<file path="src/rtl/spi_rx_pkg.sv">
// spi_rx_pkg -- shared types and helpers for the SPI receive framer.
//   rx_state_e  : framer state encoding (S_DATA, S_CRC, S_DONE)
//   DW_MAX_MIN / DW_MAX_LIM : legal range of the DW_MAX parameter
//   frame_len() : bits per frame for a given dsize (dsize + 1)
//   frame_mask(): right-aligned mask covering dsize + 1 bits
package spi_rx_pkg;

  localparam int DW_MAX_MIN = 8;
  localparam int DW_MAX_LIM = 32;

  typedef enum logic [1:0] {
    S_DATA = 2'd0,
    S_CRC  = 2'd1,
    S_DONE = 2'd2
  } rx_state_e;

  function automatic logic [5:0] frame_len(input logic [4:0] dsize);
    return {1'b0, dsize} + 6'd1;
  endfunction

  // Shifting the complement keeps dsize = 31 from overflowing into a
  // 33-bit intermediate.
  function automatic logic [31:0] frame_mask(input logic [4:0] dsize);
    return ~(32'hFFFF_FFFE << dsize);
  endfunction

endpackage

</file>
<file path="src/rtl/spi_rx_fifo.sv">
// spi_rx_fifo -- receive FIFO for the SPI framer.
// Ports:
//   clk_rx, spi_rx_rstn : clock, async active-low reset
//   push, push_data     : write a completed frame
//   pop                 : remove the head (ignored while empty)
//   rd_data             : head entry, zero while empty
//   empty, full, level  : occupancy status
//   drop                : a push was refused because the FIFO was full
//                         and no pop freed a slot this cycle
module spi_rx_fifo #(
  parameter int DW_MAX     = 32,
  parameter int FIFO_DEPTH = 4
) (
  input  logic                          clk_rx,
  input  logic                          spi_rx_rstn,
  input  logic                          push,
  input  logic [DW_MAX-1:0]             push_data,
  input  logic                          pop,
  output logic [DW_MAX-1:0]             rd_data,
  output logic                          empty,
  output logic                          full,
  output logic [$clog2(FIFO_DEPTH):0]   level,
  output logic                          drop
);

  localparam int AW = $clog2(FIFO_DEPTH);
  localparam int LW = AW + 1;

  logic [DW_MAX-1:0] mem [FIFO_DEPTH];
  logic [AW-1:0]     wr_ptr_q;
  logic [AW-1:0]     rd_ptr_q;
  logic [LW-1:0]     level_q;
  logic              pop_ok;
  logic              push_ok;

  assign empty   = (level_q == '0);
  assign full    = (level_q == LW'(FIFO_DEPTH));
  assign level   = level_q;
  assign pop_ok  = pop && !empty;
  // A pop in the same cycle frees the slot, so a full FIFO still accepts.
  assign push_ok = push && (!full || pop_ok);
  assign drop    = push && !push_ok;
  assign rd_data = empty ? '0 : mem[rd_ptr_q];

  always_ff @(posedge clk_rx or negedge spi_rx_rstn) begin
    if (!spi_rx_rstn) begin
      wr_ptr_q <= '0;
      rd_ptr_q <= '0;
      level_q  <= '0;
    end else begin
      if (push_ok) wr_ptr_q <= wr_ptr_q + 1'b1;
      if (pop_ok)  rd_ptr_q <= rd_ptr_q + 1'b1;
      case ({push_ok, pop_ok})
        2'b10:   level_q <= level_q + 1'b1;
        2'b01:   level_q <= level_q - 1'b1;
        default: level_q <= level_q;
      endcase
    end
  end

  // Storage needs no reset: rd_data is forced to zero while empty.
  always_ff @(posedge clk_rx) begin
    if (push_ok) mem[wr_ptr_q] <= push_data;
  end

endmodule

</file>
<file path="src/rtl/spi_rx_framer.sv">
// spi_rx_framer -- SPI receive framer: assembles serial bits into frames of
// dsize+1 bits, queues them in a FIFO, counts frames per transfer and
// optionally checks a trailing CRC frame.
// Optional feature: define SPI_RX_FRAMER_CRC_EN to build the CRC engine,
// the S_CRC state and crc_err; otherwise crc_en/crc_poly are ignored.
// Ports:
//   clk_rx, spi_rx_rstn : shift clock, async active-low reset / frame sync
//   shift_in            : serial data, sampled on each rising edge
//   dsize, lsbf         : frame length - 1, bit order (latched at bit 0)
//   tnum_max            : data frames per transfer (0 = unlimited)
//   crc_en, crc_poly    : CRC frame enable and polynomial
//   rd_en, rd_data      : FIFO pop and head data
//   fifo_empty/full/level : FIFO status
//   ovr, ovr_clr        : sticky overrun flag and its clear
//   crc_err, rx_done, rx_busy : status flags
//
// state  | meaning
// S_DATA | receiving data frames into the FIFO
// S_CRC  | receiving the CRC frame, compared against the running CRC
// S_DONE | transfer complete, shift_in ignored
module spi_rx_framer
  import spi_rx_pkg::*;
#(
  parameter int DW_MAX     = 32,
  parameter int FIFO_DEPTH = 4
) (
  input  logic                         clk_rx,
  input  logic                         spi_rx_rstn,
  input  logic                         shift_in,
  input  logic [4:0]                   dsize,
  input  logic                         lsbf,
  input  logic [12:0]                  tnum_max,
  input  logic                         crc_en,
  input  logic [31:0]                  crc_poly,
  input  logic                         rd_en,
  input  logic                         ovr_clr,
  output logic [DW_MAX-1:0]            rd_data,
  output logic                         fifo_empty,
  output logic                         fifo_full,
  output logic [$clog2(FIFO_DEPTH):0]  fifo_level,
  output logic                         ovr,
  output logic                         crc_err,
  output logic                         rx_done,
  output logic                         rx_busy
);

  rx_state_e         state_q;
  logic [4:0]        bit_cnt_q;
  logic [4:0]        dsize_q;
  logic              lsbf_q;
  logic [DW_MAX-1:0] sr_q;
  logic [12:0]       frame_cnt_q;
  logic              ovr_q;

  logic [4:0]        cur_dsize;
  logic              cur_lsbf;
  logic [DW_MAX-1:0] sr_base;
  logic [DW_MAX-1:0] sr_next;
  logic [DW_MAX-1:0] cur_mask;
  logic              active;
  logic              frame_last;
  logic              push;
  logic              last_data;
  logic              drop;

  // At bit 0 the live inputs apply; later bits use the values latched then.
  always_comb begin
    cur_dsize  = dsize_q;
    cur_lsbf   = lsbf_q;
    sr_base    = sr_q;
    if (bit_cnt_q == '0) begin
      cur_dsize = dsize;
      cur_lsbf  = lsbf;
      sr_base   = '0;
    end
    if (cur_lsbf) sr_next = sr_base | (DW_MAX'(shift_in) << bit_cnt_q);
    else          sr_next = {sr_base[DW_MAX-2:0], shift_in};
    cur_mask   = DW_MAX'(frame_mask(cur_dsize));
    active     = (state_q != S_DONE);
    frame_last = ({1'b0, bit_cnt_q} + 6'd1) == frame_len(cur_dsize);
    push       = active && frame_last && (state_q == S_DATA);
    last_data  = push && (tnum_max != '0) && ((frame_cnt_q + 13'd1) == tnum_max);
  end

`ifdef SPI_RX_FRAMER_CRC_EN
  logic [DW_MAX-1:0] crc_q;
  logic [DW_MAX-1:0] crc_next;
  logic              crc_err_q;
  logic              crc_fb;

  // Serial MSB-first CRC, width dsize+1, initial value zero.
  always_comb begin
    crc_fb   = crc_q[cur_dsize] ^ shift_in;
    crc_next = ((crc_q << 1) ^ (crc_fb ? crc_poly[DW_MAX-1:0] : '0)) & cur_mask;
  end

  always_ff @(posedge clk_rx or negedge spi_rx_rstn) begin
    if (!spi_rx_rstn) begin
      crc_q     <= '0;
      crc_err_q <= 1'b0;
    end else begin
      if (state_q == S_DATA) crc_q <= crc_next;
      if (state_q == S_CRC && frame_last)
        crc_err_q <= (sr_next & cur_mask) != (crc_q & cur_mask);
    end
  end

  assign crc_err = crc_err_q;
`else
  logic unused_crc_cfg;
  assign unused_crc_cfg = ^{crc_en, crc_poly, cur_mask};
  assign crc_err        = 1'b0;
`endif

  always_ff @(posedge clk_rx or negedge spi_rx_rstn) begin
    if (!spi_rx_rstn) begin
      state_q     <= S_DATA;
      bit_cnt_q   <= '0;
      dsize_q     <= '0;
      lsbf_q      <= 1'b0;
      sr_q        <= '0;
      frame_cnt_q <= '0;
    end else begin
      if (active) begin
        sr_q      <= sr_next;
        bit_cnt_q <= frame_last ? 5'd0 : bit_cnt_q + 5'd1;
        if (bit_cnt_q == '0) begin
          dsize_q <= dsize;
          lsbf_q  <= lsbf;
        end
      end
      if (push) frame_cnt_q <= frame_cnt_q + 13'd1;
      case (state_q)
        S_DATA: begin
          if (last_data) begin
`ifdef SPI_RX_FRAMER_CRC_EN
            state_q <= crc_en ? S_CRC : S_DONE;
`else
            state_q <= S_DONE;
`endif
          end
        end
`ifdef SPI_RX_FRAMER_CRC_EN
        S_CRC: begin
          if (frame_last) state_q <= S_DONE;
        end
`endif
        S_DONE:  state_q <= S_DONE;
        default: state_q <= S_DATA;
      endcase
    end
  end

  // An overrun in the same cycle as ovr_clr keeps the flag set.
  always_ff @(posedge clk_rx or negedge spi_rx_rstn) begin
    if (!spi_rx_rstn)  ovr_q <= 1'b0;
    else if (drop)     ovr_q <= 1'b1;
    else if (ovr_clr)  ovr_q <= 1'b0;
  end

  spi_rx_fifo #(
    .DW_MAX     (DW_MAX),
    .FIFO_DEPTH (FIFO_DEPTH)
  ) u_fifo (
    .clk_rx      (clk_rx),
    .spi_rx_rstn (spi_rx_rstn),
    .push        (push),
    .push_data   (sr_next),
    .pop         (rd_en),
    .rd_data     (rd_data),
    .empty       (fifo_empty),
    .full        (fifo_full),
    .level       (fifo_level),
    .drop        (drop)
  );

  assign ovr     = ovr_q;
  assign rx_done = (state_q == S_DONE);
  assign rx_busy = (bit_cnt_q != '0);

endmodule

</file>
<file path="config.mk">
export PLATFORM = sky130hd
export DESIGN_NAME = spi_rx_framer
export DESIGN_NICKNAME = d
export VERILOG_FILES = /design/src/rtl/spi_rx_pkg.sv /design/src/rtl/spi_rx_fifo.sv /design/src/rtl/spi_rx_framer.sv
export SDC_FILE = /design/constraint.sdc
export NUM_CORES = 1
export LEC_CHECK = 0
export CAP_MARGIN = 10
export CORE_ASPECT_RATIO = 0.6
export CORE_MARGIN = 2
export CORE_UTILIZATION = 51
export DETAILED_ROUTE_END_ITERATION = 12
export PLACE_DENSITY = 0.77
export SETUP_SLACK_MARGIN = 0.15
export SLEW_MARGIN = 10
export SYNTH_ARGS = -nofsm -noshare
export SYNTH_HDL_FRONTEND = slang
export SYNTH_SLANG_ARGS = --single-unit
export TNS_END_PERCENT = 50
</file>
<file path="constraint.sdc">
create_clock -name clk_rx -period 3.9 [get_ports clk_rx]
set_clock_uncertainty 0.15 [all_clocks]
set_input_delay 0.975 -clock clk_rx [delete_from_list [all_inputs] [get_ports clk_rx]]
set_output_delay 0.975 -clock clk_rx [all_outputs]
set_load 0.05 [all_outputs]
</file>
Word level (Yosys, flattened, before mapping)

Memories as Yosys holds them, arrays and structs flattened.
Index checks and enable logic that the tools add are counted.
Widths: inputs -> output; s select.

Bits in writable memories: 128
Memories kept: 1
Bits in registers: 66
Bits of input ports: 57
Logic and storage cells: 60
Output and inout port bits: 41

Memory list:

| memory     | depth | width | read ports | clocked after Yosys merged registers in | wr ports | line              | text |
|---|---|---|---|---|---|---|---|
| u_fifo.mem | 4     | 32    | 1          | 0                                       | 1        | spi_rx_fifo.sv:29 | `logic [DW_MAX-1:0] mem [FIFO_DEPTH];` |

Muxes and demuxes: 13
Bitwise logic cells: 1
Equal/unequal tests: 8
Add/subtract/negate cells: 8
Reduce and logical (&&, ||, !) cells: 18
Shift-type cells: 1

Operators by type and width:

| kind                  | count |
|---|---|
| $mux 32               | 3 |
| $or 32x32->32         | 1 |
| $shl 1x5->32          | 1 |
| $add 13x1->13 const B | 1 |
| $eq 13x13->1          | 1 |
| $reduce_bool 13->1    | 1 |
| $add 5x1->6 const B   | 2 |
| $mux 5                | 2 |
| $logic_and 1x1->1     | 7 |
| $eq 6x6->1            | 1 |
| $pmux 3 s2            | 1 |
| $add 5x1->5 const B   | 1 |
| $logic_not 5->1       | 1 |
| $mux 1                | 5 |
| $reduce_bool 5->1     | 1 |
| $add 2x1->2 const B   | 2 |
| $eq 2x2->1 const B    | 2 |
| $ne 2x2->1 const B    | 2 |
| $pmux 2 s2            | 1 |
| $reduce_bool 2->1     | 2 |
| $add 3x1->3 const B   | 1 |
| $eq 3x3->1 const B    | 1 |
| $logic_not 1->1       | 3 |
| $logic_not 3->1       | 1 |
| 5 further kinds       | 5 |

Depth between registers and ports, before layout

Depth in word-level cells: 10
Gate-level depth with buffers: 21
Mapped depth without buffers: 20

By module

From an unflattened synthesis, not the netlist that was laid out.

Cells, all modules: 677
Area total of the unflattened synthesis: 9,260.1 um2

Modules (own cells, without submodules):

| module        | cells each | times used | area each (um2) | seq. area each (um2) |
|---|---|---|---|---|
| spi_rx_fifo   | 243        | 1          | 5,275.1         | 4,018.9 |
| spi_rx_framer | 434        | 1          | 3,985.1         | 1,451.4 |

Worst setup path after synthesis

OpenSTA, ideal clock, no wires.

Path kind: reg-to-reg
From: register bit_cnt_q[0]
To: memory u_fifo.mem[0][0] (enable)
Path slack: -681 ps
Path buffers: 1
Data required time: 3,358 ps
Library setup time: 392 ps
Arrival time: 4,039 ps
Cell stages (with the launch flop): 16
Clock period less this slack: 4,581 ps
Cell sequence: dfrtp_1 -> clkinv_1 -> ha_1 -> nor4b_4 -> inv_2 -> clkbuf_1 -> nand2_1 -> nand2_1 -> ha_1 -> xor2_1 -> xnor2_1 -> xor2_1 -> nor3_1 -> nand4_4 -> nor2_2 -> and2_1

Longest elaborated chain between the ends: 9
Elaborated cells between the ends (all ways): 10
Those cells by class: 2 x add/sub; 1 x eq/ne; 3 x mux; 4 x reduce/logical

RTL lines:

| what                            | line                 | text |
|---|---|---|
| start: declaration              | spi_rx_framer.sv:48  | `logic [4:0] bit_cnt_q;` |
| start signal: assignment        | spi_rx_framer.sv:126 | `bit_cnt_q <= frame_last ? 5'd0 : bit_cnt_q + 5'd1;` |
| $logic_not 5->1                 | spi_rx_framer.sv:71  | `if (bit_cnt_q == '0) begin` |
| $mux 5                          | --                   |  |
| net cur_dsize[1]                | spi_rx_framer.sv:55  | `logic [4:0] cur_dsize;` |
| $add 5x1->6                     | spi_rx_pkg.sv:18     | `return {1'b0, dsize} + 6'd1;` |
| $eq 6x6->1                      | spi_rx_framer.sv:80  | `frame_last = ({1'b0, bit_cnt_q} + 6'd1) == frame_len(cur_dsize);` |
| $logic_and 1x1->1 (2 in series) | spi_rx_framer.sv:81  | `push = active && frame_last && (state_q == S_DATA);` |
| $logic_and 1x1->1               | spi_rx_fifo.sv:41    | `assign push_ok = push && (!full \|\| pop_ok);` |
| $mux 1                          | spi_rx_fifo.sv:63    | `if (push_ok) mem[wr_ptr_q] <= push_data;` |
| $mux 1 (implied by the code)    | spi_rx_fifo.sv:63    |  |
| end: declaration                | spi_rx_fifo.sv:29    |  |

The timed path passes the listed nets, and every way through them passes these cells.

Final worst setup path

From: register bit_cnt_q[0]
To: register u_fifo.level_q[2], in the netlist u_fifo.level[2]

Longest elaborated chain between the ends: 9
Elaborated cells between the ends (all ways): 12
Those cells by class: 2 x add/sub; 3 x eq/ne; 2 x mux; 5 x reduce/logical

RTL lines:

| what                                            | line                | text |
|---|---|---|
| $logic_not 5->1                                 | spi_rx_framer.sv:71 |  |
| $mux 5                                          | --                  |  |
| $add 5x1->6                                     | spi_rx_pkg.sv:18    |  |
| $eq 6x6->1 *                                    | spi_rx_framer.sv:80 |  |
| $logic_and 1x1->1 * (2 in series)               | spi_rx_framer.sv:81 |  |
| $logic_and 1x1->1 *                             | spi_rx_fifo.sv:41   |  |
| $eq 2x1->1 or $eq 2x2->1 (tied branches)        | spi_rx_fifo.sv:53   | `case ({push_ok, pop_ok})` |
| $pmux 3 s2 or $reduce_bool 2->1 (tied branches) | --                  |  |
| end signal: assignment                          | spi_rx_fifo.sv:54   | `2'b10: level_q <= level_q + 1'b1;` |
| end signal: assignment                          | spi_rx_fifo.sv:55   | `2'b01: level_q <= level_q - 1'b1;` |
| end signal: assignment                          | spi_rx_fifo.sv:56   | `default: level_q <= level_q;` |
| end: declaration                                | spi_rx_fifo.sv:32   | `logic [LW-1:0] level_q;` |

Mark *: on every way between the ends. The rest lies on a longest branch, timed or not.
A chain may end at the register's enable or synchronous reset.

==> impl_metrics.ini <==
[logic_synthesis]
synthTopCellsByCount = edfxtp_1 (128), nor2_1 (79), dfrtp_1 (65), nand2_1 (41), o21ai_0 (38)
yosys-top-cells-area = edfxtp_1 (43%), dfrtp_1 (18%), mux4_2 (8.0%)
seq_area_frac_synth_pct = 60.7
synth_nets = 753
synth_top_area_cell = edfxtp_1
synth_cell_types = 52
synthCells = 686
synth-edff-count = 128
syn_avg_cell_area_um2 = 13.1
yosys.cell_count.top_type = edfxtp_1
synth_warnings = 0
synth_ff_type = edfxtp_1
syn-cell-area_mm2 = 0.00901
async_flop_share_pct = 33.7
synth_top_area_share_pct = 42.7
ys_ff_latch = 193

[global_route]
grt_overflow = 0
grt_pass1_wl_um = 31200
grt_max_degree = 50
antenna_found_initial = 0
grt_pass1_vias = 5896
grt_usage_pct = 21.9

[floorplanning]
die-area_mm2 = 0.0188
die_w_um = 176
die_h_um = 107
initial_core_util_pct = 52.3
num_io_pins = 98
rows = 37
core-area_mm2 = 0.0172

[timing]
tightest_slew_ns = 0.755
clock.fmax_ghz = 0.281
slew_headroom_pct = 49.1
post-route-min-period_ns = 3.56
tns_ns = 0
min_period_over_period_pct = 91.3
grt_setup_unrepaired = false
slew_viol_final = 0
final-hold-violation-count = 0
whs_ns = 0.346
finalSetupViolations = 0

[clocking]
clockBufferDepth = 2
cts_buffers = 17
cts_tree = done
ctsHoldBuffers = 0
htree_levels = 4
clk_pin_slew_ns = 0.08
clk_latency_ns = 0.43
root_buffer = clkbuf_16
cts.sinks = 193

[routing]
vias_per_cell = 5.76
dr.pass1.iters = 6
dr_total_vias = 5839
routed_wirelength_um = 19700
wl_per_cell_um = 19.4
drc = 0
ant_nets = 0
drt_iter0_drc = 534

[place]
globalplace.congestion = 0.846
portBuffers = 63
placed_area_mm2 = 0.0101
hpwl_um = 12400

[layout]
drive_above_1_share_pct = 25.9
fin_area_mm2 = 0.0108
nNetsFinal = 834
diodes = 0
area_growth_pct = 19.6

[pwr]
ir_drop_v = 0.000396
power_density_mw_per_mm2 = 898
p_leak_nw = 3.95

[critical_path]
endpoint_kind = flop
path_buf_inv = 3
crit_chain = clkinv_4 > ha_4 > nor4b_4 > mux2_4 > ha_2 > xor2_1 > xnor2_1 > xor2_1 > nor3_2 > nand4_4 > nor2_4 > inv_2 > ha_4 > inv_2 > fa_2 > xor2_1 > nor2_1 > xor2_1
cp_top_family = XOR/XNOR gates
arrival_ns = 3.76
critical_path.slowest_cell = dfrtp_2
path_class = flop to flop
cpMostUsedCell = xor2_1
cp_max_fo = 5
slowest_delay_ns = 0.45
crit_path_start_kind = flop
cp.required_ns = 4.10

[status]
outcome = finished, final reports clean

[hold_path]
hold_path_class = flop to flop

[run]
max_cap_violations = 0
[worst paths after layout]
check,startpoint,endpoint,slack [ns],cells after the start
min in group asynchronous,spi_rx_rstn,frame_cnt_q[3],0.46,1
hold reg to reg,frame_cnt_q[12],frame_cnt_q[12],0.35,1
hold / removal,frame_cnt_q[12],frame_cnt_q[12],0.35,1
setup / recovery,bit_cnt_q[0],u_fifo.level[2],0.34,18
setup reg to reg,bit_cnt_q[0],u_fifo.level[2],0.34,18
max in group asynchronous,spi_rx_rstn,bit_cnt_q[0],2.29,2
[through the flow]
stage / cells / total power, mW / util, % / setup slack (ns)
final: 1014 / 9.69 / 62.6 / 0.338
after global routing: 1014 / 10.2 / 62.6 / 0.143
after CTS: 1006 / 9.63 / 62.2 / 0.163
after detailed placement: 974 / 7.79 / 58.5 / -0.150
after global placement: 974 / 7.59 / 58.5 / -0.0489
after floorplan: 686 / 6.45 / - / 0.0461
[layout by cell type (no fill, tap or decap), types with 5 or more instances in the layout]
cell             synthesis  layout
inv_8                    0       6
buf_12                   0       9
nor2_1                  79      79
mux4_2                  32      32
nor2b_1                 34      34
nor4_1                   5       5
a21oi_1                 24      24
o21ai_0                 38      38
nor3_1                  12      10
nand4_1                  6       6
ha_1                     9       6
mux2_2                  29      28
clkdlybuf4s50_1          0      29
clkbuf_16                0      17
xnor2_1                 21      21
edfxtp_1               128     128
and3_1                   6       6
nor3_2                   5       7
nand2_1                 41      40
nand3_1                 19      19
buf_4                    1      63
o31ai_1                 12      12
dfrtp_1                 65      63
xor2_1                  25      25
inv_1                   11       8
[logic make-up (layout without fill, tap and decap cells)]
logic type,after synthesis,count (layout),synth area share [%]
AO/OA/AOI/OAI,88,88,5.65
XOR/XNOR,47,47,4.65
flip-flops,193,193,60.7
adder cells (fa/ha/maj),10,10,1.47
AND/OR/NAND/NOR,229,229,13.1
other,1,1,0.0416
multiplexers,65,65,12.1
buffers and inverters,53,147,2.35
[layer usage]
layer / GRT usage [%] / part of all wire, % / up-vias
met3: 4.57 / 6.5 / 16
met4: 4.84 / 0.96 / 0
met5: 0 / 0 / -
met2: 34.1 / 46 / 218
li1: - / - / 2664
met1: 32.2 / 47 / 2941
[worst reg2reg max path, stage by stage, from the launching register on]
cell      delay [ns]
dfrtp_2         0.45
clkinv_4        0.09
ha_4            0.13
nor4b_4         0.30
mux2_4          0.35
ha_2            0.19
xor2_1          0.15
xnor2_1         0.19
xor2_1          0.21
nor3_2          0.08
nand4_4         0.12
nor2_4          0.05
inv_2           0.07
ha_4            0.14
inv_2           0.04
fa_2            0.35
xor2_1          0.16
nor2_1          0.10
xor2_1          0.17
[where the power goes]
| part | switching, mW | total, mW | internal, mW | leakage (nW) |
|---|---|---|---|---|
| registers | 0.281 | 3.24 | 2.96 | 1.90 |
| logic | 2.91 | 4.63 | 1.71 | 1.74 |
| clock network | 0.880 | 1.82 | 0.941 | 0.307 |
| total | 4.07 | 9.69 | 5.61 | 3.95 |
[layout make-up]
cell class                      instances  area, µm²
Multi-Input combinational cell        440       3390
Sequential cell                       193       5470
Fill cell                            1252       6440
Clock buffer                           17        425
Inverter                               13       53.8
Tap cell                              234        293
Timing Repair Buffer                  102        948
Clock inverter                         15        201
[registers in the layout (all words and copies together) (netlist names)]
name,count
sr_q,32
u_fifo.level,3
bit_cnt_q,5
frame_cnt_q,13
u_fifo.wr_ptr_q,2
ovr,1
lsbf_q,1
dsize_q,5
state_q,1
u_fifo.mem,128
u_fifo.rd_ptr_q,2
[timing repair]
| item | CTS | global route |
|---|---|---|
| cloned | 0 | 0 |
| gates resized for setup | 2 | 3 |
| endpoints found under the setup margin | 2 | 2 |
| pin swaps | 0 | 3 |
| buffers inserted | 0 | 8 |
Note: power is estimated with default switching activity, not from simulation.
